`src/rtl/rc4_pkg.sv`:
```
// Shared types and constants for the RC4 key-scheduling controller.
// Imported by the controller and by neighbouring stages using the S memory.
package rc4_pkg;

    localparam int S_DEPTH = 256;
    localparam int DEF_KEY_BYTES = 3;

    typedef enum logic [3:0] {
        IDLE,
        INIT,
        RD_SI,
        WAIT_SI,
        LATCH_SI,
        CALC_J,
        RD_SJ,
        WAIT_SJ,
        LATCH_SJ,
        WR_I,
        WR_J,
        NEXT,
        DONE
    } ksa_state_t;

    function automatic int KEY_W(input int key_bytes);
        return 8 * key_bytes;
    endfunction

endpackage

```
`src/rtl/rc4_ksa_controller.sv`:
```
// RC4 key initialisation on the shared 256x8 S memory: identity fill,
// then key schedule with swaps; raises done_task2a when S is ready.
module rc4_ksa_controller
    import rc4_pkg::*;
#(
    parameter int KEY_BYTES = DEF_KEY_BYTES,
    parameter int READ_WAIT = 1
) (
    input  logic                          clk,
    input  logic                          reset_n,
    input  logic                          start,
    input  logic [KEY_W(KEY_BYTES)-1:0]   secret_key,
    output logic [7:0]                    address_s,
    output logic [7:0]                    data_s,
    output logic                          wren_s,
    input  logic [7:0]                    q_s,
    output logic                          done_task2a
);

    localparam int KIW = (KEY_BYTES > 1) ? $clog2(KEY_BYTES) : 1;
    localparam logic [7:0] LAST = 8'(S_DEPTH - 1);
    localparam logic [7:0] WLAST = 8'(READ_WAIT - 1);
    localparam logic [KIW-1:0] KLAST = KIW'(KEY_BYTES - 1);

    ksa_state_t     state_q, state_d;
    logic [7:0]     i_q, i_d;
    logic [7:0]     j_q, j_d;
    logic [KIW-1:0] kidx_q, kidx_d;
    logic [7:0]     si_q, si_d;
    logic [7:0]     sj_q, sj_d;
    logic [7:0]     wcnt_q, wcnt_d;
    logic [7:0]     addr_q, addr_d;
    logic [7:0]     data_q, data_d;
    logic           wren_q, wren_d;
    logic           done_q, done_d;
    logic [7:0]     key_b;

    // Byte 0 of the key sits in the most significant byte lane.
    always_comb begin
        key_b = '0;
        for (int k = 0; k < KEY_BYTES; k++) begin
            if (kidx_q == KIW'(k))
                key_b = secret_key[8*(KEY_BYTES-k)-1 -: 8];
        end
    end

    always_comb begin
        state_d = state_q;
        i_d     = i_q;
        j_d     = j_q;
        kidx_d  = kidx_q;
        si_d    = si_q;
        sj_d    = sj_q;
        wcnt_d  = wcnt_q;
        unique case (state_q)
            IDLE, DONE: begin
                if (start) begin
                    state_d = INIT;
                    i_d     = '0;
                end
            end
            INIT: begin
                if (i_q == LAST) begin
                    state_d = RD_SI;
                    i_d     = '0;
                    j_d     = '0;
                    kidx_d  = '0;
                end else begin
                    i_d = i_q + 8'd1;
                end
            end
            RD_SI: begin
                wcnt_d  = '0;
                state_d = (READ_WAIT == 0) ? LATCH_SI : WAIT_SI;
            end
            WAIT_SI: begin
                wcnt_d = wcnt_q + 8'd1;
                if (wcnt_q == WLAST) state_d = LATCH_SI;
            end
            LATCH_SI: begin
                si_d    = q_s;
                state_d = CALC_J;
            end
            CALC_J: begin
                j_d     = j_q + si_q + key_b;
                state_d = RD_SJ;
            end
            RD_SJ: begin
                wcnt_d  = '0;
                state_d = (READ_WAIT == 0) ? LATCH_SJ : WAIT_SJ;
            end
            WAIT_SJ: begin
                wcnt_d = wcnt_q + 8'd1;
                if (wcnt_q == WLAST) state_d = LATCH_SJ;
            end
            LATCH_SJ: begin
                sj_d    = q_s;
                state_d = WR_I;
            end
            WR_I: state_d = WR_J;
            WR_J: state_d = NEXT;
            NEXT: begin
                if (i_q == LAST) begin
                    state_d = DONE;
                end else begin
                    i_d     = i_q + 8'd1;
                    kidx_d  = (kidx_q == KLAST) ? '0 : kidx_q + KIW'(1);
                    state_d = RD_SI;
                end
            end
            default: state_d = IDLE;
        endcase
    end

    // Outputs are decoded from the next state so the flops line up with it.
    always_comb begin
        addr_d = '0;
        data_d = '0;
        wren_d = 1'b0;
        done_d = 1'b0;
        case (state_d)
            INIT: begin
                addr_d = i_d;
                data_d = i_d;
                wren_d = 1'b1;
            end
            RD_SI, WAIT_SI, LATCH_SI: addr_d = i_d;
            RD_SJ, WAIT_SJ, LATCH_SJ: addr_d = j_d;
            WR_I: begin
                addr_d = i_d;
                data_d = sj_d;
                wren_d = 1'b1;
            end
            WR_J: begin
                addr_d = j_d;
                data_d = si_d;
                wren_d = 1'b1;
            end
            DONE:    done_d = 1'b1;
            default: ;
        endcase
    end

    always_ff @(posedge clk or negedge reset_n) begin
        if (!reset_n) begin
            state_q <= IDLE;
            i_q     <= '0;
            j_q     <= '0;
            kidx_q  <= '0;
            si_q    <= '0;
            sj_q    <= '0;
            wcnt_q  <= '0;
            addr_q  <= '0;
            data_q  <= '0;
            wren_q  <= 1'b0;
            done_q  <= 1'b0;
        end else begin
            state_q <= state_d;
            i_q     <= i_d;
            j_q     <= j_d;
            kidx_q  <= kidx_d;
            si_q    <= si_d;
            sj_q    <= sj_d;
            wcnt_q  <= wcnt_d;
            addr_q  <= addr_d;
            data_q  <= data_d;
            wren_q  <= wren_d;
            done_q  <= done_d;
        end
    end

    assign address_s   = addr_q;
    assign data_s      = data_q;
    assign wren_s      = wren_q;
    assign done_task2a = done_q;

endmodule

```
`config.mk`:
```
export PLATFORM = sky130hd
export DESIGN_NAME = rc4_ksa_controller
export DESIGN_NICKNAME = d
export VERILOG_FILES = /design/src/rtl/rc4_pkg.sv /design/src/rtl/rc4_ksa_controller.sv
export SDC_FILE = /design/constraint.sdc
export NUM_CORES = 1
export LEC_CHECK = 0
export BUFFER_PORTS_ARGS = -buffer_cell sky130_fd_sc_hd__buf_2
export CAP_MARGIN = 20
export CELL_PAD_IN_SITES_DETAIL_PLACEMENT = 0
export CELL_PAD_IN_SITES_GLOBAL_PLACEMENT = 1
export CORE_UTILIZATION = 44
export CTS_BUF_LIST = sky130_fd_sc_hd__clkbuf_8 sky130_fd_sc_hd__clkbuf_16
export CTS_CLUSTER_SIZE = 30
export DETAILED_ROUTE_END_ITERATION = 8
export PLACE_DENSITY = 0.8
export SLEW_MARGIN = 20
export SYNTH_ARGS = -nofsm -noshare
export SYNTH_HDL_FRONTEND = slang
export SYNTH_SLANG_ARGS = --single-unit
```
`constraint.sdc`:
```
create_clock -name clk -period 3.7 [get_ports clk]
set_input_delay 0.185 -clock clk [delete_from_list [all_inputs] [get_ports clk]]
set_output_delay 0.185 -clock clk [all_outputs]
set_load 0.05 [all_outputs]
```
---- After elaboration in Yosys (flattened, before gate mapping) ----
Cells that the tools add are included.
word-level totals
  bits in registers ....................... 64
cells by class
  $add $sub $neg .......................... 5
  eq/ne operators ......................... 27
  mux-type cells .......................... 26
  reductions and logical operators ........ 12
operator list
  operator                                              number
  2-to-1 mux 8 bit                                      9
  case mux 4 bit (12 select lines)                      1
  case mux 8 bit (2 select lines)                       3
  case mux 8 bit (3 select lines)                       2
  equality test 4 bit (second input constant)           9
  equality test 4 x 3 -> 1 bit (second input constant)  7
  2-to-1 mux 4 bit                                      5
  adder 8 x 1 -> 8 bit (second input constant)          2
  adder 8 bit                                           2
  equality test 4 x 2 -> 1 bit (second input constant)  4
  equality test 4 x 1 -> 1 bit (second input constant)  2
  equality test 8 bit (second input constant)           1
  logical NOT 8 bit                                     1
  2-to-1 mux 2 bit                                      3
  OR reduction 2 bit                                    3
  OR reduction 5 bit                                    1
  logical NOT 4 bit                                     1
  inequality test 2 bit (second input constant)         2
  case mux 2 bit (2 select lines)                       1
  nonzero test 2 bit                                    2
  OR reduction 4 bit                                    1
  AND reduction 3 bit                                   1
  OR reduction 3 bit                                    1
  adder 2 x 1 -> 2 bit (second input constant)          1
  other kinds (4)                                       5

---- Depth between registers and ports, before layout ----
  depth in word-level cells ............... 7
  gate-level depth with buffers ........... 16

---- Least setup slack after synthesis ----
OpenSTA, ideal clock, no wires.
  path kind ............................... register to register
  from .................................... register kidx_q[1]
  to ...................................... register addr_q[7] (netlist: address_s[7])
  setup time .............................. 0.132 ns
  arrival time ............................ 3.127 ns
  slack ................................... 0.442 ns
  stages on the path, launching flop included .. 17
  path buffers ............................ 2
  cells stage by stage .................... dfrtp_1 buf_1 nor2b_1 clkbuf_1 nand2_1 o21ai_0 fa_1 ha_1 inv_1 fa_1 nor2b_1 o2111ai_1 nand4b_1 xnor2_1 mux2i_1 and2_1 o22ai_1
on the way
  cells in the longest elaborated chain, start to end .. 7
  elaborated cells between the ends (all ways) .. 9
ends and longest elaborated chain
  item                                 RTL line                   text
  from (decl)                          rc4_ksa_controller.sv:28   logic [KIW-1:0] kidx_q, kidx_d;
  from (signal assigned)               rc4_ksa_controller.sv:161  kidx_q <= kidx_d;
  logical NOT 2 bit                    rc4_ksa_controller.sv:42   if (kidx_q == KIW'(k))
  2-to-1 mux 8 bit (2 in series)       rc4_ksa_controller.sv:42
  2-to-1 mux 8 bit (*)                 rc4_ksa_controller.sv:42
  adder 8 bit (*)                      rc4_ksa_controller.sv:85   j_d = j_q + si_q + key_b;
  case mux 8 bit (2 select lines) (*)  rc4_ksa_controller.sv:55   unique case (state_q)
  case mux 8 bit (2 select lines) (*)  rc4_ksa_controller.sv:121  case (state_d)
  named net addr_d[7]                  rc4_ksa_controller.sv:32   logic [7:0] addr_q, addr_d;
  to (signal assigned)                 rc4_ksa_controller.sv:165  addr_q <= addr_d;
  to (decl)                            rc4_ksa_controller.sv:32
The timed path passes the listed nets; every way through them passes the cells marked *.
A chain may end at the register's enable or synchronous reset.

---- Worst setup path in the final report ----
Same ends and word-level chain as after synthesis.

==> flow_metrics.tcl <==
set metrics [dict create \
    run_status "complete, no violations" \
    power.share.combinational_pct 38.7 \
    layout.area.seq_um2 1400 \
    die_area_um2 8130 \
    layout_min_cycle_time_ns 3.27 \
    critical_path_required_ns 3.88 \
    min_period_over_period_pct 88.4 \
    pin_count 53 \
    post_synth_num_cell_types 53 \
    clkSinkCount 56 \
    yosysWarningCount 0 \
    worst_path_clk_slew_ns 0.10 \
    global_route_wire_length_before_repair_mm 13.0 \
    drcViolationCount 0 \
    grt_start_max_net_pins 39 \
    holdPathStages 3 \
    vias_in_the_first_global_route 2509 \
    worst_skew_pair.late_latency_ns 0.31 \
    most-common-layout-cells "dfrtp_1 (56), buf_2 (52), inv_1 (32)" \
    synth-async-reset-ratio_pct 100 \
    synth-main-ff-cell "dfrtp_1" \
    worstSetupPathType "flop to flop" \
    synth_seq_cells 56 \
    antenna_cells_inserted 0 \
    data_arrival_critical_path_ns 3.45 \
    htree_num_levels 2 \
    detailedPlace.worstSlack_ns 0.425 \
    multi_input_comb_area_um2 1850 \
    ctsLongestPathBuffers 2 \
    relative_max_transition_margin_pct 43.6 \
    switching_share_pct 37.0 \
    r2r_cells 14 \
    total_leakage_power_nw 1.91 \
    synth.area.top_cells "dfrtp_1 (41%), mux2i_1 (5.3%), fa_1 (4.7%), ha_1 (3.7%), inv_1 (3.5%)" \
    cts_tree "built" \
    most_common_cell_after_layout_fill_and_taps_aside "dfrtp_1" \
    synth_largest_type_area_fraction_pct 41.0 \
    timing.final.ws_setup_ns 0.429 \
    post_cts_repair_setup_buffers 0 \
    cts-buffers-inserted 5 \
    max-cap-violations 0 \
    timing.final.hold_violations 0 \
    num-nets-final 454 \
    globalRouteOverflowTotal 0 \
    core.rowCount 31 \
    report.final.setup_viol 0 \
    antenna_viol_nets_final 0 \
    timing_max_transition_violations_final 0 \
    dp.final_hpwl_mm 6.09 \
    post_route_cells_drive_above_1_share_pct 20.9 \
    drt-initial-drc-count 127 \
    finalWeightedCongestion 0.863 \
    cts-root-buf "clkbuf_8" \
    tightestPinTransition_ns 0.846 \
    netlist_area_before_placement_um2 3420 \
    grt_use_total_pct 20.2 \
    p_int_mw 1.26 \
    syn-instance-count 350 \
    start_util_pct 46.4 \
    avgRoutedWirePerCell_um 15.7 \
    filler_cell_count 683 \
    net-switching-power_mw 0.741 \
    rsz0062_at_grt "false" \
    mappedNetlistNets 403 \
    timing.fmax_ghz 0.306 \
    power_per_cell_area_nw_per_um2 511 \
    cp-end-kind "flop" \
    timing.hold.worst.class "input port to flop" \
    clock_power_share_pct 23.2 \
    area.growth.synth_to_final_pct 14.6 \
    core_region_area_um2 7370 \
    seqPwrFrac_pct 38.1 \
    synth_area_leader_cell "dfrtp_1" \
    wirelength_mm 7.85 \
    drt_pass1_iterations 4 \
    die_height_um 90.2 \
    syn_area_per_cell_um2 9.78 \
    post_drt_via_cell_ratio 5.31 \
    synth_seq_area_share_pct 41.0 \
    vias 2657 \
    fin_worst_skew_ns 0.00828 \
    design_power_total_mw 2.00 \
    grt_antenna_before_repair 0 \
    final.setup.tns_ns 0 \
    timing.critical_path.fanout_max 8 \
    port-buffer-count 52 \
    dieWidth_um 90.2 \
    cp-start-kind "flop" \
    max-vdd-ir-drop_mv 0.581 \
    synth-edff-count 0 \
]
-- flip-flops by register name (all words and copies together) (netlist names) --
signal,flops
wcnt_q,8
si_q,8
j_q,8
i_q,8
data_s,8
address_s,8
wren_s,1
state_q,4
done_task2a,1
kidx_q,2
-- logic make-up after synthesis --
logic type               share of synthesized area [%]
AND/OR/NAND/NOR                                   15.5
AO/OA/AOI/OAI                                     18.6
flip-flops                                        41.0
buffers and inverters                             5.05
multiplexers                                      8.23
adder cells (fa/ha/maj)                           8.34
XOR/XNOR                                          3.33
-- worst max-delay path: stages, from the launching register on --
cell and delay, ns:
dfrtp_1 0.47, nor2b_1 0.47, a21oi_1 0.18, fa_1 0.38
inv_1 0.06, ha_1 0.15, inv_1 0.05, fa_1 0.40
nor2b_1 0.17, o2111ai_1 0.12, nand4b_1 0.12, xnor2_1 0.14
mux2i_1 0.19, and2_1 0.16, o22ai_1 0.08
-- synth_stat cells (all sizes together), types with 2 or more instances --
cell / instances
dfrtp: 56
inv: 32
nor2: 28
nand2: 27
mux2i: 19
o21ai: 18
o22ai: 17
a21oi: 14
nand3: 11
ha: 10
a21o: 9
clkbuf: 9
a22o: 8
fa: 8
nor3: 8
mux2: 7
xnor2: 7
a22oi: 6
xor2: 6
and2: 5
o21a: 5
buf: 4
and3: 3
nand2b: 3
or2: 3
a211oi: 2
a311oi: 2
nand4: 2
nand4b: 2
nor2b: 2
or3: 2
-- power by group through the flow --
stage / clock [mW] / combinational, mW / sequential (mW)
floorplan: 0 / 0.426 / 0.917
global placement: 0 / 0.768 / 0.773
detailed placement: 0 / 0.767 / 0.772
CTS: 0.479 / 0.774 / 0.763
global route: 0.502 / 0.857 / 0.774
finish: 0.465 / 0.774 / 0.763
-- final cells by class --
| class | instances | area share, % |
|---|---|---|
| repair buffers | 57 | 7.66 |
| clock buffers | 5 | 1.75 |
| multi-input cells | 249 | 47.1 |
| flip-flops and latches | 56 | 35.7 |
| inverters | 32 | 3.06 |
| clock inverters | 2 | 1.53 |
| well taps | 99 | 3.16 |
-- per-stage QoR --
stage	area, µm²	hold WS, ns	cells	utilization [%]
after floorplan	3420	-0.111	350	-
after global placement	3780	0.327	492	51.3
after CTS	3920	0.0886	500	53.2
final	3920	0.101	500	53.2
after detailed placement	3780	0.338	492	51.3
after global routing	3920	0.122	500	53.2
-- per-layer routing --
metal	wire [µm]	global-route usage [%]	vias to the layer above
met5	0	0	-
met1	4050	31.3	1259
met4	46	3.63	0
met2	3440	29.6	53
met3	317	3.55	4
li1	-	-	1341
-- what timing repair did --
action | in CTS | in global routing
hold buffers | 1 | 0
resized for setup | 0 | 0
setup endpoints to repair | 0 | 0
endpoints found under the hold margin | 25 | 0
-- path summary, 6_finish.rpt --
check                           startpoint            to  slack (ns)
worst max-delay path             kidx_q[1]  address_s[7]        0.43
worst min-delay path                q_s[0]       si_q[0]        0.10
worst max register to register   kidx_q[1]  address_s[7]        0.43
worst min register to register     si_q[7]       si_q[7]        0.57
max in group asynchronous          reset_n       si_q[4]        2.39
min in group asynchronous          reset_n     wcnt_q[6]        0.51
(Power assumes the default switching activity.)
